**src/rtl/vscale_dmem_bridge.sv**
```systemverilog
// V-Scale data-memory port to HASTI (AHB-Lite) master bridge with a saturating stall counter.
// Optional misaligned-access rejection is enabled by defining VSCALE_DMEM_ALIGN_CHECK_EN.
module vscale_dmem_bridge #(
  parameter int unsigned STALL_CNT_WIDTH = 16
) (
  input  logic                       clk,
  input  logic                       reset,
  input  logic [31:0]                dmem_addr,
  input  logic                       dmem_read,
  input  logic                       dmem_write,
  input  logic [2:0]                 dmem_size,
  input  logic [31:0]                dmem_wdata,
  output logic [31:0]                dmem_rdata,
  output logic                       dmem_ready,
  output logic                       dmem_resp,
  output logic [31:0]                haddr,
  output logic                       hwrite,
  output logic [2:0]                 hsize,
  output logic [1:0]                 htrans,
  output logic [31:0]                hwdata,
  input  logic [31:0]                hrdata,
  input  logic                       hready,
  input  logic                       hresp,
  input  logic                       stall_clr,
  output logic [STALL_CNT_WIDTH-1:0] stall_cycles
);

  localparam logic [1:0] HTRANS_IDLE   = 2'b00;
  localparam logic [1:0] HTRANS_NONSEQ = 2'b10;
  localparam logic [2:0] SIZE_HALF     = 3'd1;
  localparam logic [2:0] SIZE_WORD     = 3'd2;

  typedef enum logic [1:0] {
    S_IDLE  = 2'd0,
    S_DATA  = 2'd1,
    S_ERR   = 2'd2,
    S_MISAL = 2'd3
  } state_t;

  state_t state;
  state_t state_nxt;
  state_t slot_nxt;
  logic   data_write;
  logic   req_c;
  logic   misal_c;
  logic   accept_c;

  assign req_c = dmem_read | dmem_write;

`ifdef VSCALE_DMEM_ALIGN_CHECK_EN
  assign misal_c = req_c &&
                   (((dmem_size == SIZE_HALF) && dmem_addr[0]) ||
                    ((dmem_size == SIZE_WORD) && (dmem_addr[1:0] != 2'b00)));
`else
  assign misal_c = 1'b0;
`endif

  // Address phase is a pass-through; read+write together already reads as a write.
  assign haddr      = dmem_addr;
  assign hwrite     = dmem_write;
  assign hsize      = dmem_size;
  assign dmem_rdata = hrdata;
  assign hwdata     = ((state == S_DATA) && data_write) ? dmem_wdata : 32'd0;

  // Next state and handshake outputs; slot_nxt is where a consumed address slot leads.
  always_comb begin
    state_nxt  = state;
    htrans     = HTRANS_IDLE;
    dmem_ready = 1'b1;
    dmem_resp  = 1'b0;
    accept_c   = 1'b0;
    slot_nxt   = S_IDLE;

    if (reset && req_c && (state != S_ERR) && !misal_c) begin
      htrans = HTRANS_NONSEQ;
    end
    accept_c = (htrans == HTRANS_NONSEQ) && hready;

    if (accept_c) begin
      slot_nxt = S_DATA;
    end else if (misal_c) begin
      slot_nxt = S_MISAL;
    end

    case (state)
      S_IDLE: begin
        state_nxt = slot_nxt;
      end
      S_MISAL: begin
        dmem_resp = 1'b1;
        state_nxt = slot_nxt;
      end
      S_DATA: begin
        dmem_ready = hready & ~hresp;
        if (hready) begin
          state_nxt = slot_nxt;
        end else if (hresp) begin
          state_nxt = S_ERR;
        end
      end
      S_ERR: begin
        dmem_ready = hready;
        dmem_resp  = hready;
        if (hready) begin
          state_nxt = S_IDLE;
        end
      end
      default: begin
        state_nxt = S_IDLE;
      end
    endcase
  end

  always_ff @(posedge clk or negedge reset) begin
    if (!reset) begin
      state      <= S_IDLE;
      data_write <= 1'b0;
    end else begin
      state <= state_nxt;
      if (accept_c) begin
        data_write <= dmem_write;
      end
    end
  end

  // Stall counter: clear wins over a saturating increment.
  always_ff @(posedge clk or negedge reset) begin
    if (!reset) begin
      stall_cycles <= '0;
    end else if (stall_clr) begin
      stall_cycles <= '0;
    end else if (!dmem_ready && (stall_cycles != '1)) begin
      stall_cycles <= stall_cycles + STALL_CNT_WIDTH'(1);
    end
  end

endmodule

```
**config.mk**
```make
export PLATFORM = sky130hd
export DESIGN_NAME = vscale_dmem_bridge
export DESIGN_NICKNAME = d
export VERILOG_FILES = /design/src/rtl/vscale_dmem_bridge.sv
export SDC_FILE = /design/constraint.sdc
export NUM_CORES = 1
export LEC_CHECK = 0
export BUFFER_PORTS_ARGS = -buffer_cell sky130_fd_sc_hd__buf_2
export CAP_MARGIN = 20
export CORE_ASPECT_RATIO = 2
export CORE_MARGIN = 5
export CORE_UTILIZATION = 23
export DETAILED_ROUTE_END_ITERATION = 8
export GPL_ROUTABILITY_DRIVEN = 0
export PLACE_DENSITY_LB_ADDON = 0.12
export SYNTH_ARGS = -nofsm -noshare
export SYNTH_HDL_FRONTEND = slang
export SYNTH_SLANG_ARGS = --single-unit
export TNS_END_PERCENT = 10
```
**constraint.sdc**
```tcl
create_clock -name clk -period 3.8 [get_ports clk]
set_input_delay 0.19 -clock clk [delete_from_list [all_inputs] [get_ports clk]]
set_output_delay 0.19 -clock clk [all_outputs]
set_load 0.01 [all_outputs]
```
==> results of run 1 <==
==> cells in the final DEF (no fill, tap or decap), types with 2 or more instances in the layout <==
cell / instances
nor3_1: 4
a31oi_1: 2
nand4_1: 6
or3_1: 3
o21ai_0: 5
inv_1: 7
nand3_1: 5
and3_1: 35
dfrtp_1: 19
nor2b_1: 2
a21oi_1: 9
o31ai_1: 4
buf_2: 90
mux2_2: 4
nor4_1: 5
nand2_1: 10
nor2_1: 10
ha_1: 4
or4_1: 4
clkbuf_16: 3
==> where the power goes <==
part / internal [mW] / switching (mW) / total (mW)
Sequential: 0.206 / 0.0149 / 0.221
Combinational: 0.0391 / 0.0438 / 0.0829
Clock: 0.143 / 0.0868 / 0.230
Total: 0.389 / 0.145 / 0.534
==> synth_stat cells, drive strengths merged (6+ instances only) <==
| cell type | instances | share of area [%] |
|---|---|---|
| and3 | 36 | 12 |
| dfrtp | 19 | 25 |
| nor4 | 6 | 2.3 |
| nor2 | 10 | 1.9 |
| nand2 | 10 | 1.9 |
| clkbuf | 9 | 1.7 |
| a21oi | 10 | 3.2 |
| inv | 7 | 1.4 |
| nand4 | 7 | 2.6 |
| buf | 70 | 27 |
==> cell type report <==
cell class | count | area share, %
clock buffers | 4 | 3.87
repair buffers | 91 | 22.6
inverters | 7 | 1.29
well taps | 98 | 6.01
flip-flops and latches | 19 | 23.3
multi-input cells | 132 | 42.9
==> state kept, by name, indices dropped and copies added (netlist names) <==
| register | cells |
|---|---|
| data_write | 1 |
| stall_cycles | 16 |
| state | 2 |
==> worst paths after layout <==
check                      slack [ns]  cells past startpoint       startpoint                to
max                              1.39                      5         state[0]  stall_cycles[14]
min                              0.21                      2       dmem_write        data_write
max reg2reg                      1.39                      5         state[0]  stall_cycles[14]
min reg2reg                      0.58                      1  stall_cycles[4]   stall_cycles[4]
max in group asynchronous        3.04                      2            reset          state[0]
min in group asynchronous        0.42                      2            reset  stall_cycles[12]
==> timing repair <==
| action | 4_1_cts | 5_1_grt |
|---|---|---|
| hold endpoints to repair | 19 | 0 |
| setup endpoints to repair | 0 | 0 |
| hold buffers | 1 | 0 |
==> critical path: cells and delay by family (launching register included) <==
kind	cells	cell delay, ns
mux	1	0.35
flops	1	0.41
simple gates	3	1.01
fa+ha+maj	1	0.52
==> per-stage QoR <==
| step | cell area (sq um) | worst slack [ns] | instances | utilization, % | hold slack, ns |
|---|---|---|---|---|---|
| 2_1_floorplan | 1940 | 1.85 | 237 | - | -0.106 |
| 3_3_place_gp | 1950 | 1.42 | 346 | 23.5 | 0.196 |
| 3_5_place_dp | 1950 | 1.35 | 346 | 23.5 | 0.194 |
| 4_1_cts | 2040 | 1.36 | 351 | 24.6 | 0.217 |
| 5_1_grt | 2040 | 1.19 | 351 | 24.6 | 0.233 |
| 6_report | 2040 | 1.39 | 351 | 24.6 | 0.214 |
==> per-layer routing <==
layer / track usage (%) / vias to the layer above / routed length, microns
met3: 1.36 / 28 / 693
met2: 20.3 / 105 / 3170
met5: 0 / - / 0
met1: 8.62 / 801 / 1740
li1: - / 803 / -
met4: 9.47 / 0 / 281
==> cells by family after synthesis <==
group	Yosys count	synth area share (%)
and+or+nand+nor	92	28.2
buffers and inverters	86	30.4
AOI/OAI and AO/OA	29	10.7
DFF	19	24.5
muxes	6	3.42
adders and majority gates	4	2.58
other	1	0.193
==> qor.csv, run 1 <==
stage,metric,value,unit
synthesis,ys_seq_area_share,24.5,%
placement,dp_hpwl,4760,microns
cts,cts_resized,0,
detailed_routing,drt-wirelength-per-cell,16.8,microns
timing,fin_crit,2.41,ns
critical_path,cp_max_fo,36,
layout,nNetsFinal,364,
critical_path,crit_chain,ha_1 -> nand3b_2 -> nand3_1 -> nor4_1 -> mux2_1,
cts,cts-root-buf,clkbuf_16,
timing,tightest_slew,0.862,ns
layout,fill_cells,933,
die,core_area,8290,sq um
job,maxCapViolCount,0,
min_path,hold_path.class,input pin to register,
cts,numCtsBuffers,3,
timing,final-max-slew-violation-count,0,
cts,cts_max_path_buffers,2,
cts,cts_setup_buffers,0,
critical_path,crit_path_end_kind,register,
cts,cts.reportedPaths.clkPinSlew,0.06,ns
critical_path,cp_data_required_time,3.95,ns
global_routing,grt_pass1_vias,1615,
die,start_util,23.4,%
pwr,p_per_area,262,nW/um^2
synthesis,async_reset_ff_share,100,%
layout,multi_input_area,876,sq um
critical_path,crit_arrival,2.55,ns
timing,maxSlewHeadroom,42.5,%
synthesis,syn_inst,237,
layout,drive_gt1_share,41.5,%
timing,fmax,0.416,GHz
detailed_routing,num_vias,1737,
critical_path,cpMaxStageDelayCell,ha_1,
cts,cts_tree,done,
detailed_routing,post-route-drc-count,0,
global_routing,grt_pass1_wl,8300,microns
synthesis,synthesis.area,1940,sq um
layout,syn_to_final_growth,5.09,%
layout,seq_area,475,sq um
timing,hold_viol,0,
detailed_routing,drt_wl_total,5890,microns
detailed_routing,via_per_inst,4.95,
timing,fin_crit_sh,63.3,%
cts,clock-sinks,19,
pwr,total_power,0.534,mW
cts,htree_num_levels,1,
placement,io_buffers,90,
global_routing,antenna_found_initial,0,
critical_path,crit_type,register to register,
detailed_routing,dr.pass1.iters,4,
die,die_y,140,microns
die,rows,47,
synthesis,ys_ff_latch,19,
synthesis,ys_warn_count,0,
timing,fin_skew,0.00280,ns
die,dieWidth,75.0,microns
layout,n_antenna_cell,0,
synthesis,synth_cell_types,41,
pwr,leakagePower,1.12,nW
synthesis,synth_edf_count,0,
critical_path,cp-start-kind,register,
timing,finalSetupTns,0,ns
cts,insertion_delay,0.26,ns
critical_path,slowest_delay,0.52,ns
timing,setup_viol,0,
status,status,"complete, no violations",
global_routing,overflow,0,
detailed_routing,drtAntennaViolNets,0,
global_routing,track_usage,10.7,%
timing,rsz0062_at_grt,no,
synthesis,synthFlopType,dfrtp_1,
die,ioPinCount,226,
global_routing,grt_max_degree,37,
detailed_routing,drt_iter0_markers,50,
synthesis,synth_fp_nets,347,
synthesis,syn_area_per_cell,8.19,sq um
die,die_area,10500,sq um
pwr,ir_worst_vdd,100,uV
(Power assumes the default switching activity.)
==> run 2: changes to the inputs <==
--- a/config.mk
+++ b/config.mk
@@ -5,6 +5,7 @@
 export SDC_FILE = /design/constraint.sdc
 export NUM_CORES = 1
 export LEC_CHECK = 0
+export ABC_AREA = 1
 export BUFFER_PORTS_ARGS = -buffer_cell sky130_fd_sc_hd__buf_2
 export CAP_MARGIN = 20
 export CORE_ASPECT_RATIO = 2
==> constraint.sdc (replaced) <==
create_clock -name clk -period 2.2 [get_ports clk]
set_input_delay 0.11 -clock clk [delete_from_list [all_inputs] [get_ports clk]]
set_output_delay 0.11 -clock clk [all_outputs]
set_load 0.01 [all_outputs]
==> run 2 against run 1 <==
  * Worst hold slack worse by 0.065 ns
  * Via count is 8.2% higher
  * Combinational power is 95% higher
  * Clock skew is 0.0011 ns higher
  * Non-clock buffer count is 4 higher
  * First-iteration DRC count is 24% lower
  * Synthesized area is 4.4% higher
  * Critical endpoint is now stall_cycles[2]
==> qor.csv, run 2 <==
stage,metric,value,unit,change
status,status,"complete, no violations",,
global_routing,antenna_found_initial,0,,unchanged
layout,multi_input_area,806,sq um,-8.0%
die,die_area,10900,sq um,+4.0%
critical_path,crit_arrival,1.90,ns,-0.65 ns
pwr,internal_power,0.668,mW,+72%
detailed_routing,via_per_inst,4.28,,-14%
layout,stdcell_area,2170,sq um,+6.4%
cts,hold_buffers,1,,unchanged
global_routing,grt_busiest_layer,met2,,
pwr,leakagePower,1.35,nW,+20%
placement,place_area,2080,sq um,+6.7%
critical_path,reg2reg_to,stall_cycles[2],,
critical_path,startpoint,state[0],,
timing,hold_viol,0,,unchanged
timing,fin_crit,1.75,ns,-0.656 ns
cts,clock-sinks,19,,unchanged
synthesis,ys_seq_area_share,23.5,%,-1.0 points
synthesis,synth.top_cell.area_share,25.9,%,-0.77 points
cts,insertion_delay,0.26,ns,about the same
synthesis,synth_edf_count,0,,unchanged
synthesis,async_reset_ff_share,100,%,unchanged
global_routing,grt_pass1_wl,9540,microns,+15%
layout,drive_gt1_share,31.9,%,-9.6 points
detailed_routing,drt_iter0_markers,38,,-24%
pwr,pwr-share-clk,42.9,%,-0.2 points
timing,finalSetupTns,0,ns,unchanged
layout,largest_register,stall_cycles,,
die,rows,48,,+2.1%
critical_path,cp-endpoint,stall_cycles[2],,
critical_path,reg2reg_from,state[0],,
pwr,p_per_area,422,nW/um^2,+61%
layout,layout_commonest_cell,buf_2,,
layout,final_cell_mix,"buf_2, nand2_1, nor2_1",,
synthesis,ys_warn_count,0,,unchanged
critical_path,crit_path_end_kind,register,,
layout,seq_area,475,sq um,unchanged
timing,setup_slack,0.450,ns,-0.944 ns
pwr,p_sw_share,27.1,%,-0.15 points
die,dieWidth,76.4,microns,+1.9%
synthesis,yosys-top-cells-area,"buf_4, dfrtp_1, nand2_1, nor2_1, inv_1",,
layout,largestRegisters,"stall_cycles x16, state x2, data_write x1",,
pwr,seq_power_share,39.4,%,-2.0 points
cts,htree_num_levels,1,,unchanged
cts,cts.reportedPaths.clkPinSlew,0.05,ns,about the same
cts,cts_setup_buffers,0,,unchanged
layout,largest_reg_flops,16,,unchanged
global_routing,grt_pass1_vias,1895,,+17%
pwr,ir_worst_vdd,322,uV,+220%
detailed_routing,drtAntennaViolNets,0,,unchanged
placement,dp_hpwl,5040,microns,+6.0%
placement,dp_slack,0.429,ns,-0.924 ns
layout,syn_to_final_growth,7.04,%,
placement,io_buffers,90,,unchanged
critical_path,cp-start-kind,register,,
detailed_routing,drt_wl_total,6120,microns,+3.9%
cts,cts_max_path_buffers,2,,unchanged
timing,rsz0062_at_grt,no,,
timing,fin_skew,0.00390,ns,+0.00110 ns
layout,final_util,25.1,%,+0.49 points
cts,numCtsBuffers,3,,unchanged
critical_path,cp_data_required_time,2.35,ns,-1.60 ns
detailed_routing,post-route-drc-count,0,,unchanged
global_routing,track_usage,11.1,%,+0.41 points
synthesis,synthesis.area,2030,sq um,+4.4%
job,maxCapViolCount,0,,unchanged
cts,cts-root-buf,clkbuf_16,,
critical_path,r2r_slack,0.45,ns,-0.94 ns
die,start_util,23.4,%,+0.033 points
synthesis,ys_ff_latch,19,,unchanged
detailed_routing,num_vias,1879,,+8.2%
synthesis,yosysMostFrequentCell,buf_4,,
global_routing,met3_usage,4.48,%,+3.1 points
synthesis,yosys.area.top_type,buf_4,,
global_routing,grt_util_met1,9.20,%,+0.59 points
cts,cts_tree,done,,
synthesis,synth_commonest_cells,"buf_4, nand2_1, nor2_1",,
critical_path,crit_type,register to register,,
timing,final-max-slew-violation-count,0,,unchanged
die,die_y,143,microns,+2.0%
pwr,combPwrFrac,17.7,%,+2.2 points
layout,n_antenna_cell,0,,unchanged
layout,fill_cells,976,,+4.6%
critical_path,cp_max_fo,14,,-61%
timing,setup_viol,0,,unchanged
synthesis,synth_cell_types,24,,-41%
critical_path,reg2reg_depth,10,,+5
min_path,hold_path.class,input pin to register,,
cts,cts_resized,0,,unchanged
pwr,switchingPower,0.248,mW,+71%
synthesis,syn_inst,315,,+33%
timing,fmax,0.571,GHz,+38%
synthesis,synthFlopType,dfrtp_1,,
global_routing,overflow,0,,unchanged
timing,fin_crit_sh,79.5,%,+16 points
die,ioPinCount,226,,unchanged
global_routing,groute.layer.met2.usage,21.1,%,+0.83 points
die,core_area,8650,sq um,+4.3%
layout,nNetsFinal,450,,+24%
global_routing,grt_max_degree,33,,-11%
synthesis,syn_area_per_cell,6.43,sq um,-21%
detailed_routing,dr.pass1.iters,4,,unchanged
synthesis,synth_fp_nets,425,,+22%
detailed_routing,drt-wirelength-per-cell,13.9,microns,-17%
run 2: changes by cell type after synthesis, moves of 4 or more:
cell	change
or4_1	-4
o31ai_1	-4
and3_1	-35
inv_1	+42
nand4_1	+6
nor4_1	-5
a21oi_1	-7
nor2_1	+43
clkbuf_1	-5
nand2_1	+53
mux2_2	-4
nand3_1	+8
run 2: cell type report:
| class | instances | area share (%) |
|---|---|---|
| multi-input combinational | 170 | 37.1 |
| timing repair buffer | 95 | 22.6 |
| sequential | 19 | 21.9 |
| inverter | 51 | 8.94 |
| tap | 100 | 5.77 |
| clock buffer | 4 | 3.63 |
run 2: critical path, cell delays in order (launching register included):
cell     delay [ns]
dfrtp_1        0.37
inv_1          0.07
ha_1           0.32
inv_1          0.06
nand2_1        0.05
nor2_1         0.15
inv_1          0.12
o21ai_4        0.25
inv_4          0.13
nand2_1        0.08
nand2_1        0.04
run 2: cells by family after synthesis:
group,Yosys count,synth area share (%)
buffers and inverters,126,36.8
and+or+nand+nor,152,32.5
DFF,19,23.5
xor gates and xnor gates,3,1.30
adders and majority gates,4,2.47
AOI/OAI and AO/OA,10,3.33
other,1,0.185
run 2: per-stage QoR:
| step | hold slack [ns] | power [mW] | instances |
|---|---|---|---|
| floorplan | -0.186 | 0.575 | 315 |
| global placement | 0.212 | 0.535 | 434 |
| detailed placement | 0.209 | 0.534 | 434 |
| CTS | 0.153 | 0.936 | 439 |
| global route | 0.182 | 0.969 | 439 |
| finish | 0.150 | 0.916 | 439 |
run 2: how the worst min path moves through the flow:
stage | from | endpoint | slack (ns) | cells after the start
after floorplan | reset | data_write | -0.19 | 0
after global placement | reset | stall_cycles[15] | 0.21 | 2
after detailed placement | reset | stall_cycles[15] | 0.21 | 2
after CTS | hready | data_write | 0.15 | 3
after global routing | stall_clr | stall_cycles[4] | 0.18 | 4
final | dmem_write | data_write | 0.15 | 3
run 2: power groups by stage:
stage               combinational (mW)  clock [mW]  sequential, mW
floorplan                        0.207           0           0.368
global placement                 0.167           0           0.367
detailed placement               0.166           0           0.367
CTS                              0.168       0.406           0.361
global route                     0.186       0.421           0.362
finish                           0.162       0.393           0.361
run 2: per-layer routing:
metal / wire length [microns] / vias up
li1: - / 924
met1: 1910 / 817
met2: 3210 / 109
met3: 711 / 29
met4: 286 / 0
met5: 0 / -
